===== src/rtl/vector_pkg.sv =====
// rtl/vector_pkg.sv - shared element type and packer FSM states for the dot-product path
package vector_pkg;

   localparam int ELEM_W = 8;

   typedef logic signed [ELEM_W-1:0] elem_t;

   typedef enum logic {
      FILL = 1'b0,
      HOLD = 1'b1
   } state_t;

endpackage


===== src/rtl/vector_packer.sv =====
// rtl/vector_packer.sv - serial-to-parallel element packer with one-deep output buffering
module vector_packer
   import vector_pkg::*;
#(
   parameter int N = 4,
   parameter int W = 8
) (
   input  logic                     clk,
   input  logic                     reset,
   input  logic                     in_valid,
   output logic                     in_ready,
   input  logic [W-1:0]             in_data,
   input  logic                     in_last,
   output logic                     out_valid,
   input  logic                     out_ready,
   output logic [N*W-1:0]           out_vec,
   output logic [$clog2(N+1)-1:0]   out_count
);

   localparam int IW = $clog2(N);
   localparam int CW = $clog2(N+1);

   state_t          state_q, state_d;
   logic [IW-1:0]   idx_q, idx_d;
   logic [N*W-1:0]  fill_q, fill_d;
   logic [N*W-1:0]  out_vec_q, out_vec_d;
   logic [CW-1:0]   out_count_q, out_count_d;
   logic            out_valid_q, out_valid_d;

   logic            accept;
   logic            closing;
   logic            slot_free;
   logic [N*W-1:0]  fill_beat;

   assign in_ready  = !reset && (state_q == FILL);
   assign accept    = in_valid && in_ready;
   assign closing   = accept && ((idx_q == IW'(N-1)) || in_last);
   assign slot_free = !out_valid_q || out_ready;

   // Fill buffer with the current beat written into its lane; untouched upper lanes stay zero.
   always_comb begin
      fill_beat = fill_q;
      fill_beat[idx_q*W +: W] = in_data;
   end

   always_ff @(posedge clk) begin
      if (reset) begin
         state_q     <= FILL;
         idx_q       <= '0;
         fill_q      <= '0;
         out_vec_q   <= '0;
         out_count_q <= '0;
         out_valid_q <= 1'b0;
      end else begin
         state_q     <= state_d;
         idx_q       <= idx_d;
         fill_q      <= fill_d;
         out_vec_q   <= out_vec_d;
         out_count_q <= out_count_d;
         out_valid_q <= out_valid_d;
      end
   end

   always_comb begin
      state_d = state_q;
      case (state_q)
         FILL:    if (closing && !slot_free) state_d = HOLD;
         HOLD:    if (out_ready) state_d = FILL;
         default: state_d = FILL;
      endcase
   end

   always_comb begin
      fill_d      = fill_q;
      idx_d       = idx_q;
      out_vec_d   = out_vec_q;
      out_count_d = out_count_q;
      out_valid_d = out_valid_q && !out_ready;
      case (state_q)
         FILL: begin
            if (closing && slot_free) begin
               out_vec_d   = fill_beat;
               out_count_d = CW'(idx_q) + CW'(1);
               out_valid_d = 1'b1;
               fill_d      = '0;
               idx_d       = '0;
            end else if (closing) begin
               // idx stays on the closing lane so HOLD can derive the count
               fill_d = fill_beat;
            end else if (accept) begin
               fill_d = fill_beat;
               idx_d  = idx_q + IW'(1);
            end
         end
         HOLD: begin
            if (out_ready) begin
               out_vec_d   = fill_q;
               out_count_d = CW'(idx_q) + CW'(1);
               out_valid_d = 1'b1;
               fill_d      = '0;
               idx_d       = '0;
            end
         end
         default: ;
      endcase
   end

   assign out_valid = out_valid_q;
   assign out_vec   = out_vec_q;
   assign out_count = out_count_q;

endmodule


===== config.mk =====
export PLATFORM = sky130hd
export DESIGN_NAME = vector_packer
export DESIGN_NICKNAME = d
export VERILOG_FILES = /design/src/rtl/vector_pkg.sv /design/src/rtl/vector_packer.sv
export SDC_FILE = /design/constraint.sdc
export NUM_CORES = 1
export LEC_CHECK = 0
export ABC_AREA = 1
export ABC_CLOCK_PERIOD_IN_PS = 3200
export BUFFER_PORTS_ARGS = -buffer_cell sky130_fd_sc_hd__buf_2
export CORE_MARGIN = 2
export CORE_UTILIZATION = 35
export DETAILED_ROUTE_END_ITERATION = 16
export PLACE_DENSITY = 0.65
export SYNTH_ARGS = -nofsm -noshare
export SYNTH_HDL_FRONTEND = slang
export SYNTH_SLANG_ARGS = --single-unit

===== constraint.sdc =====
create_clock -name clk -period 3.2 [get_ports clk]
set_input_delay 0.48 -clock clk [delete_from_list [all_inputs] [get_ports clk]]
set_output_delay 0.48 -clock clk [all_outputs]
set_load 0.02 [all_outputs]

==> results of run 1 <==
-- layer usage --
metal	global-route usage	vias up	part of all wire
li1	-	1979	-
met2	0.307	112	0.45
met3	0.0242	16	0.053
met5	0	-	0
met4	0.0751	0	0.018
met1	0.246	1720	0.48
-- cell usage after synthesis (2+ instances only) --
library cell / instances / area [um2]
clkbuf_1: 15 / 56.3
ha_1: 6 / 75.1
nand2_2: 3 / 18.8
inv_1: 46 / 173
o21ai_0: 31 / 155
buf_4: 2 / 15.0
o21ai_1: 6 / 30.0
nand3b_1: 6 / 45.0
a21oi_1: 38 / 190
nand2_1: 232 / 871
nor2_1: 94 / 353
buf_2: 12 / 60.1
dfxtp_1: 71 / 1420
buf_6: 2 / 22.5
nand3_1: 25 / 125
nand4_1: 16 / 100
inv_2: 2 / 7.51
-- logic make-up after synthesis --
group,synth area share
AO/OA/AOI/OAI,0.0993
adder cells (fa/ha/maj),0.0199
buffers and inverters,0.0907
flip-flops,0.376
AND/OR/NAND/NOR,0.414
-- registers in the layout, indices dropped and copies added, names as in the netlist --
| signal | count |
|---|---|
| out_vec | 32 |
| fill_q | 32 |
| state_q | 1 |
| out_count | 3 |
| idx_q | 2 |
| out_valid | 1 |
-- placed cells by master (no fill, tap or decap), types with 10 or more instances in the layout --
| cell | count |
|---|---|
| nor2_1 | 94 |
| clkbuf_8 | 10 |
| buf_2 | 49 |
| nand4_1 | 16 |
| o21ai_0 | 31 |
| a21oi_1 | 38 |
| dfxtp_1 | 71 |
| inv_1 | 46 |
| nand3_1 | 25 |
| nand2_1 | 232 |
-- worst min path at each step --
stage	start	endpoint	slack [ns]	cells after the start
2_1_floorplan	fill_q[21]$_SDFFE_PP0P_	fill_q[21]$_SDFFE_PP0P_	0.44	2
3_3_place_gp	fill_q[21]$_SDFFE_PP0P_	fill_q[21]$_SDFFE_PP0P_	0.45	2
3_5_place_dp	fill_q[17]$_SDFFE_PP0P_	fill_q[17]$_SDFFE_PP0P_	0.48	2
4_1_cts	fill_q[17]$_SDFFE_PP0P_	fill_q[17]$_SDFFE_PP0P_	0.49	2
5_1_grt	fill_q[29]$_SDFFE_PP0P_	fill_q[29]$_SDFFE_PP0P_	0.50	2
6_report	fill_q[17]$_SDFFE_PP0P_	fill_q[17]$_SDFFE_PP0P_	0.49	2
-- through the flow --
stage                     area (um2)  setup slack (ns)
after global routing            4260             0.540
after floorplan                 3780              1.35
after global placement          4080             0.817
after CTS                       4260             0.730
after detailed placement        4080             0.748
final                           4260             0.750
-- final cells by class --
type                    count  area (um2)  share of cell area
repair buffers             54         283              0.0663
clock inverters             4        47.5              0.0112
clock buffers              10         138              0.0323
flip-flops and latches     71        1420               0.333
well taps                 136         170              0.0399
inverters                  50         189              0.0443
multi-input cells         460        2020               0.473
-- report_power, final --
| group | leakage [nW] | switching (mW) | internal, mW |
|---|---|---|---|
| clock network | 0.0940 | 0.326 | 0.370 |
| logic | 1.54 | 0.185 | 0.0736 |
| registers | 0.577 | 0.0176 | 0.913 |
| total | 2.22 | 0.529 | 1.36 |
-- worst register-to-register path, delay by kind of cell, from the launching register on --
kind          cells  cell delay (ns)
buf+inv           2             0.34
flops             1             0.63
fa+ha+maj         1             0.32
simple gates      5             1.07
==> results_dict.tcl, run 1 <==
set metrics [dict create \
    dp.cells 771 \
    route.vias.total 3827 \
    die_y_um 108 \
    cp_common_cell "nor2_1" \
    htreeDepth 3 \
    ff2ff_path_depth 8 \
    critPathKind "reg -> reg" \
    r2r-end "out_count[0]$_SDFFE_PP0P_" \
    drc 0 \
    cts_resized 0 \
    required_ns 3.43 \
    p_leak_nw 2.22 \
    r2r_slack_ns 0.75 \
    synth_seq_cells 71 \
    fin_nets 665 \
    drive_above_1_share 0.119 \
    setup_violations 0 \
    synth.distinct_cells 22 \
    synth_cells 612 \
    grt_pass1_vias 3606 \
    fin_util 0.409 \
    critPathMaxFanout 33 \
    wl_mm 10.3 \
    hold_viol_final 0 \
    antenna_found_initial 0 \
    slew_headroom 0.299 \
    endpoint_kind "flop" \
    cp_slowest_cell "dfxtp_1" \
    maxCapViolations 0 \
    viasPerCell 4.88 \
    wl_per_cell_um 13.1 \
    numCtsBuffers 9 \
    grt_overflow_total 0 \
    portBuffers 49 \
    tns_ns 0 \
    yosys_warnings 0 \
    path_cells "ha_1 > inv_1 > nand2_1 > nand4_4 > nand2_4 > inv_2 > nor2_1 > nor2_1" \
    avgSynthCellArea_um2 6.18 \
    critPathBufInv 2 \
    vdd_drop_max_mv 0.205 \
    grtUsageTotal 0.186 \
    worstSkewPairLatency_ns 0.34 \
    syn_nets 631 \
    r2r-start "idx_q[0]$_SDFFE_PP0P_" \
    status "finished, final reports clean" \
    area_growth_pct 12.8 \
    antenna_cells 0 \
    fin_cells 785 \
    period_needed_ns 2.45 \
    core_area_mm2 0.0104 \
    gp_congestion 0.881 \
    ys_seq_area_frac 0.376 \
    drtIter0Drc 234 \
    synth-async-reset-ratio 0 \
    core.rowCount 37 \
    cp-startpoint "idx_q[0]$_SDFFE_PP0P_" \
    post-route-period-util 0.766 \
    slew_violations 0 \
    path_depth 8 \
    crit_arrival_ns 2.68 \
    initial_core_util 0.363 \
    post_cts_buffers 0 \
    ctsHoldBuffers 0 \
    netlist_area_mm2 0.00378 \
    fmax_mhz 408 \
    finClkSkew_ns 0.0104 \
    grt_pass1_wl_mm 17.3 \
    ys.flop_type "dfxtp_1" \
    total_power_mw 1.89 \
    p_per_area_mw_per_mm2 442 \
    worst_pin_slew_ns 1.05 \
    die_area_mm2 0.0116 \
    grt_start_max_net_pins 42 \
    ant_nets 0 \
    synth_edf_count 0 \
    fill_cells 1132 \
    clkSinkCount 71 \
    cpPeakStageDelay_ns 0.63 \
    crit_end "out_count[0]$_SDFFE_PP0P_" \
    cts.path.max_buffers 2 \
    crit_path_start_kind "flop" \
    rsz0062_at_grt "no" \
    dp_hpwl_mm 6.98 \
    cts-root-buf "clkbuf_8" \
    hp-class "reg -> reg" \
    die_x_um 108 \
    cp_top_family "simple AND/OR/NAND/NOR gates" \
    cts_tree "done" \
    path_clk_slew_ns 0.07 \
    hold_slack_ns 0.486 \
    drt-pass1-iter-count 6 \
    io_pins 50 \
]
Power figures use the tool's default switching activity.
==> inputs of run 2 (changes only) <==
--- a/config.mk
+++ b/config.mk
@@ -6,7 +6,7 @@
 export NUM_CORES = 1
 export LEC_CHECK = 0
 export ABC_AREA = 1
-export ABC_CLOCK_PERIOD_IN_PS = 3200
+export ABC_CLOCK_PERIOD_IN_PS = 2300
 export BUFFER_PORTS_ARGS = -buffer_cell sky130_fd_sc_hd__buf_2
 export CORE_MARGIN = 2
 export CORE_UTILIZATION = 35
==> constraint.sdc (replaced) <==
create_clock -name clk -period 2.3 [get_ports clk]
set_input_delay 0.345 -clock clk [delete_from_list [all_inputs] [get_ports clk]]
set_output_delay 0.345 -clock clk [all_outputs]
set_load 0.02 [all_outputs]
==> run 2 against run 1 <==
Effect of this change: fmax up 21%; total power up 54%; clock power up 77%; critical path type unchanged.
==> results_dict.tcl, run 2 (synthesized netlist as in run 1, its figures left out) <==
set metrics [dict create \
    status "finished, final reports clean" \
    crit_arrival_ns 2.30 \
    htreeDepth 3 \
    p_leak_nw 2.26 \
    fin_nets 669 \
    route.vias.total 3854 \
    finClkSkew_ns 0.0103 \
    hold_slack_ns 0.384 \
    antenna_cells 0 \
    seq_power_share 0.446 \
    io_pins 50 \
    tns_ns 0 \
    mostFrequentLayoutCells "232 x nand2_1, 94 x nor2_1, 71 x dfxtp_1" \
    p_int_mw 2.12 \
    cpPeakStageDelay_ns 0.37 \
    crit_end "fill_q[29]$_SDFFE_PP0P_" \
    hold_depth 4 \
    core.rowCount 37 \
    setup_ws_ns 0.281 \
    drtIter0Drc 239 \
    dpl_worst_slack_ns 0.322 \
    drt-pass1-iter-count 5 \
    cp_common_cell "nand2_1" \
    required_ns 2.58 \
    cts.path.max_buffers 2 \
    drc 0 \
    die_y_um 108 \
    cp-startpoint "idx_q[0]$_SDFFE_PP0P_" \
    crit_path_start_kind "flop" \
    design_area_mm2 0.00435 \
    rsz0062_at_grt "no" \
    netSwitchingPower_uw 773 \
    clkSinkCount 71 \
    path_clk_slew_ns 0.08 \
    hold_viol_final 0 \
    worst_pin_slew_ns 1.05 \
    vdd_drop_max_mv 0.301 \
    grtUsageTotal 0.189 \
    path_cells "buf_4 > ha_1 > inv_1 > nor2_1 > nand3_1 > nand2_1 > nand2_1 > inv_1 > nand2_1 > a21oi_1" \
    ff2ff_path_depth 10 \
    core_area_mm2 0.0104 \
    drive_above_1_share 0.127 \
    worstSkewPairLatency_ns 0.35 \
    die_x_um 108 \
    cts_resized 0 \
    area_growth_pct 15.2 \
    path_depth 10 \
    grt_pass1_wl_mm 17.8 \
    cts-root-buf "clkbuf_8" \
    critPathBufInv 3 \
    critPathMaxFanout 13 \
    ctsHoldBuffers 0 \
    dp_hpwl_mm 7.04 \
    grt_start_max_net_pins 41 \
    endpoint_kind "flop" \
    post_cts_buffers 0 \
    wl_per_cell_um 13.1 \
    r2r_slack_ns 0.28 \
    initial_core_util 0.363 \
    cts_tree "done" \
    viasPerCell 4.87 \
    final_common_cell "nand2_1" \
    slew_violations 0 \
    p_per_area_mw_per_mm2 665 \
    die_area_mm2 0.0116 \
    r2r-end "fill_q[29]$_SDFFE_PP0P_" \
    netSwitchingFraction 0.267 \
    numCtsBuffers 9 \
    period_needed_ns 2.02 \
    ant_nets 0 \
    post-route-period-util 0.878 \
    hp-class "in -> reg" \
    p_comb_frac 0.128 \
    slew_headroom 0.301 \
    portBuffers 49 \
    total_power_mw 2.90 \
    wl_mm 10.4 \
    grt_pass1_vias 3721 \
    grt_overflow_total 0 \
    r2r-start "idx_q[0]$_SDFFE_PP0P_" \
    critPathKind "reg -> reg" \
    cp_slowest_cell "dfxtp_1" \
    cp_top_family "simple AND/OR/NAND/NOR gates" \
    maxCapViolations 0 \
    clkPwrFrac 0.426 \
    setup_violations 0 \
    gp_congestion 0.911 \
    placed_area_mm2 0.00411 \
    antenna_found_initial 0 \
    fmax_mhz 495 \
]
## run 2: cell count changes in the layout (fill, tap and decap cells not counted), sizes merged
cell / delta
buf: +4
bufinv: +2
## run 2: through the flow
step,cells,util
3_5_place_dp,775,0.394
2_1_floorplan,612,-
5_1_grt,791,0.418
6_report,791,0.418
3_3_place_gp,775,0.394
4_1_cts,791,0.418
## run 2: layout make-up
class / count / area, um2
sequential: 71 / 1420
timing repair buffer: 58 / 313
fill: 1119 / 6060
inverter: 50 / 189
multi-input combinational: 460 / 2020
clock buffer: 10 / 138
tap: 136 / 170
clock inverter: 6 / 108
## run 2: power by group through the flow
stage               clock (mW)  combinational (mW)  sequential [mW]
floorplan                    0               0.212             1.36
global placement             0               0.363             1.32
detailed placement           0               0.369             1.32
CTS                       1.26               0.372             1.29
global route              1.30               0.415             1.30
finish                    1.23               0.371             1.29
## run 2: worst reg2reg max path, stage by stage, from the launching register on
cell and delay [ns]:
dfxtp_1 0.37, buf_4 0.21, ha_1 0.28, inv_1 0.19
nor2_1 0.32, nand3_1 0.18, nand2_1 0.10, nand2_1 0.06
inv_1 0.07, nand2_1 0.04, a21oi_1 0.13
## run 2: how the worst min path moves through the flow
| stage | start | to | slack [ns] |
|---|---|---|---|
| floorplan | fill_q[21]$_SDFFE_PP0P_ | fill_q[21]$_SDFFE_PP0P_ | 0.44 |
| global placement | fill_q[21]$_SDFFE_PP0P_ | fill_q[21]$_SDFFE_PP0P_ | 0.45 |
| detailed placement | fill_q[21]$_SDFFE_PP0P_ | fill_q[21]$_SDFFE_PP0P_ | 0.47 |
| CTS | out_ready | state_q$_SDFF_PP0_ | 0.36 |
| global route | out_ready | state_q$_SDFF_PP0_ | 0.43 |
| finish | out_ready | state_q$_SDFF_PP0_ | 0.38 |
## run 2: layer usage
| metal | track usage | share of wire | vias up | wire length [um] |
|---|---|---|---|---|
| met3 | 0.0218 | 0.039 | 21 | 406 |
| met2 | 0.302 | 0.44 | 96 | 4560 |
| met4 | 0.0824 | 0.027 | 0 | 284 |
| li1 | - | - | 1999 | - |
| met5 | 0 | 0 | - | 0 |
| met1 | 0.258 | 0.49 | 1738 | 5130 |
==> inputs of run 3 (changes only) <==
--- a/config.mk
+++ b/config.mk
@@ -5,13 +5,14 @@
 export SDC_FILE = /design/constraint.sdc
 export NUM_CORES = 1
 export LEC_CHECK = 0
-export ABC_AREA = 1
-export ABC_CLOCK_PERIOD_IN_PS = 2300
+export ABC_AREA = 0
+export ABC_CLOCK_PERIOD_IN_PS = 1850
 export BUFFER_PORTS_ARGS = -buffer_cell sky130_fd_sc_hd__buf_2
 export CORE_MARGIN = 2
 export CORE_UTILIZATION = 35
 export DETAILED_ROUTE_END_ITERATION = 16
-export PLACE_DENSITY = 0.65
+export GPL_ROUTABILITY_DRIVEN = 0
+export PLACE_DENSITY = 0.67
 export SYNTH_ARGS = -nofsm -noshare
 export SYNTH_HDL_FRONTEND = slang
 export SYNTH_SLANG_ARGS = --single-unit
==> constraint.sdc (replaced) <==
create_clock -name clk -period 1.85 [get_ports clk]
set_input_delay 0.2775 -clock clk [delete_from_list [all_inputs] [get_ports clk]]
set_output_delay 0.2775 -clock clk [all_outputs]
set_load 0.02 [all_outputs]
==> run 3 against run 2 <==
Effect of this change: total power up 26%; non-clock buffer count up 37; clock skew up 0.00099 ns; area after synthesis down 7.9%; first-iteration DRC count down 11%; utilization up 5.0 points; largest power group unchanged.
==> results_dict.tcl, run 3 <==
set metrics [dict create \
    setup_violations 0 \
    fmax_mhz 545 \
    critPathKind "reg -> reg" \
    netSwitchingPower_uw 972 \
    synth_most_common_cell "dfxtp_1" \
    grt.busiest_layer "met2" \
    cpPeakStageDelay_ns 0.33 \
    use_met2 0.281 \
    period_needed_ns 1.84 \
    antenna_cells 0 \
    initial_core_util 0.358 \
    hp-class "in -> reg" \
    netlist_top_cells_count "71 x dfxtp_1, 42 x inv_1, 33 x a22o_1, 31 x nor3_1, 25 x a211oi_2" \
    grt_use_met1 0.238 \
    wl_per_cell_um 16.8 \
    p_comb_frac 0.145 \
    critPathMaxFanout 14 \
    p_per_area_mw_per_mm2 802 \
    worstSkewPairLatency_ns 0.35 \
    synthTopCellsByArea "dfxtp_1 41%, a211oi_2 9.0%, a22o_1 8.3%" \
    vdd_drop_max_mv 0.498 \
    maxCapViolations 0 \
    numCtsBuffers 9 \
    crit_arrival_ns 2.09 \
    hold_viol_final 0 \
    ant_nets 0 \
    portBuffers 49 \
    drc 0 \
    seqCellArea_mm2 0.00143 \
    required_ns 2.11 \
    final_common_cell "dfxtp_1" \
    die_area_mm2 0.0108 \
    synth.distinct_cells 50 \
    total_power_mw 3.65 \
    wl_mm 9.60 \
    endpoint_kind "flop" \
    avgSynthCellArea_um2 9.80 \
    path_clk_slew_ns 0.08 \
    post-route-period-util 0.992 \
    hold_slack_ns 0.142 \
    clkSinkCount 71 \
    antenna_found_initial 0 \
    core.rowCount 36 \
    fill_cells 949 \
    slew_violations 0 \
    grt_pass1_vias 2925 \
    cp_top_family "compound AO/OA/AOI/OAI gates" \
    viasPerCell 5.42 \
    holdCritStartpoint "out_ready" \
    syn_nets 374 \
    path_cells "buf_4 > ha_2 > or2_4 > a21oi_4 > buf_6 > buf_12 > a2111oi_0 > a211oi_1" \
    ff2ff_path_depth 8 \
    whs_endpoint "state_q$_SDFF_PP0_" \
    rsz0062_at_grt "yes" \
    grtUsageMet3 0.0283 \
    hold_depth 2 \
    dp_hpwl_mm 6.71 \
    drtIter0Drc 213 \
    io_pins 50 \
    crit_path_start_kind "flop" \
    yosys_warnings 0 \
    multiInputGateArea_mm2 0.00191 \
    clkPwrFrac 0.416 \
    grtUsageTotal 0.176 \
    status "finished, final reports clean" \
    netSwitchingFraction 0.266 \
    critPathBufInv 3 \
    ctsHoldBuffers 0 \
    synth_cells 355 \
    ys.flop_type "dfxtp_1" \
    finClkSkew_ns 0.0113 \
    synth_seq_cells 71 \
    die_y_um 104 \
    cp_slowest_cell "dfxtp_2" \
    yosysTopAreaCell "dfxtp_1" \
    synth_edf_count 0 \
    slew_headroom 0.682 \
    r2r-start "idx_q[1]$_SDFFE_PP0P_" \
    cts-root-buf "clkbuf_8" \
    seq_power_share 0.439 \
    ys_seq_area_frac 0.408 \
    grt_overflow_total 0 \
    worst_pin_slew_ns 0.473 \
    drt-pass1-iter-count 5 \
    die_x_um 104 \
    netlist_area_mm2 0.00348 \
    r2r_slack_ns 0.01 \
    cts.path.max_buffers 2 \
    htreeDepth 3 \
    synth-async-reset-ratio 0 \
    grt_pass1_wl_mm 15.2 \
    route.vias.total 3094 \
    synth_top_area_frac 0.408 \
    area_growth_pct 30.8 \
    p_int_mw 2.68 \
    p_leak_nw 1.75 \
    fin_nets 452 \
    cts_tree "done" \
    r2r-end "out_vec[7]$_SDFFE_PP0P_" \
    core_area_mm2 0.00973 \
    drive_above_1_share 0.404 \
    grt_start_max_net_pins 44 \
    mostFrequentLayoutCells "68 x dfxtp_1, 49 x buf_2, 41 x inv_1" \
]
run 3: worst max-delay path by stage:
stage	from	endpoint	slack (ns)	cells past startpoint
2_1_floorplan	idx_q[0]$_SDFFE_PP0P_	out_vec[16]$_SDFFE_PP0P_	0.009	9
3_3_place_gp	idx_q[0]$_SDFFE_PP0P_	out_vec[4]$_SDFFE_PP0P_	-0.12	7
3_5_place_dp	idx_q[0]$_SDFFE_PP0P_	out_vec[4]$_SDFFE_PP0P_	-0.14	7
4_1_cts	idx_q[0]$_SDFFE_PP0P_	out_vec[26]$_SDFFE_PP0P_	0.004	8
5_1_grt	idx_q[1]$_SDFFE_PP0P_	out_vec[7]$_SDFFE_PP0P_	-0.09	8
6_report	idx_q[1]$_SDFFE_PP0P_	out_vec[7]$_SDFFE_PP0P_	0.01	8
run 3: layout make-up:
type / instances / area share
multi-input combinational: 213 / 0.419
sequential: 71 / 0.314
timing repair buffer: 95 / 0.143
tap: 133 / 0.0366
inverter: 43 / 0.0355
clock buffer: 10 / 0.0280
clock inverter: 6 / 0.0239
run 3: metrics by stage:
step | area (um2) | TNS, ns | utilization | setup slack (ns) | instances
after floorplan | 3500 | 0 | - | 0.00925 | 355
after global placement | 4080 | -0.491 | 0.419 | -0.124 | 551
after detailed placement | 4080 | -1.37 | 0.419 | -0.144 | 551
after CTS | 4360 | 0 | 0.449 | 0.00437 | 567
after global routing | 4550 | -0.269 | 0.468 | -0.0941 | 571
final | 4550 | 0 | 0.468 | 0.0149 | 571
run 3: kinds of logic (layout without fill, tap and decap cells):
kind of cell	count (synthesis)	in the layout	synth area share
AO/OA/AOI/OAI	109	109	0.295
AND/OR/NAND/NOR	96	97	0.170
buffers and inverters	72	154	0.103
flip-flops	71	71	0.408
adder cells (fa/ha/maj)	6	6	0.0216
multiplexers	1	1	0.00288
run 3: worst reg2reg max path, stage by stage, from the launching register on:
cell and delay, ns:
dfxtp_2 0.33, buf_4 0.14, ha_2 0.19, or2_4 0.27, a21oi_4 0.23, buf_6 0.16, buf_12 0.14, a2111oi_0 0.07
a211oi_1 0.21
run 3: repair_timing:
item | 4_1_cts | 5_1_grt
setup endpoints to repair | 39 | 55
resized for setup | 12 | 35
pin swaps | 3 | 22
setup buffers | 0 | 3
endpoints found under the hold margin | 0 | 0
cloned | 0 | 1
run 3: metal layers:
layer  vias to the layer above  part of all wire
met2                       127              0.45
met1                      1471              0.47
met5                         -                 0
met3                        25             0.049
met4                         0             0.030
li1                       1471                 -
run 3: power by group through the flow:
stage / sequential, mW / clock (mW) / combinational [mW]
global placement: 1.64 / 0 / 0.476
finish: 1.60 / 1.52 / 0.530
detailed placement: 1.64 / 0 / 0.484
CTS: 1.60 / 1.54 / 0.497
global route: 1.61 / 1.59 / 0.571
floorplan: 1.69 / 0 / 0.265
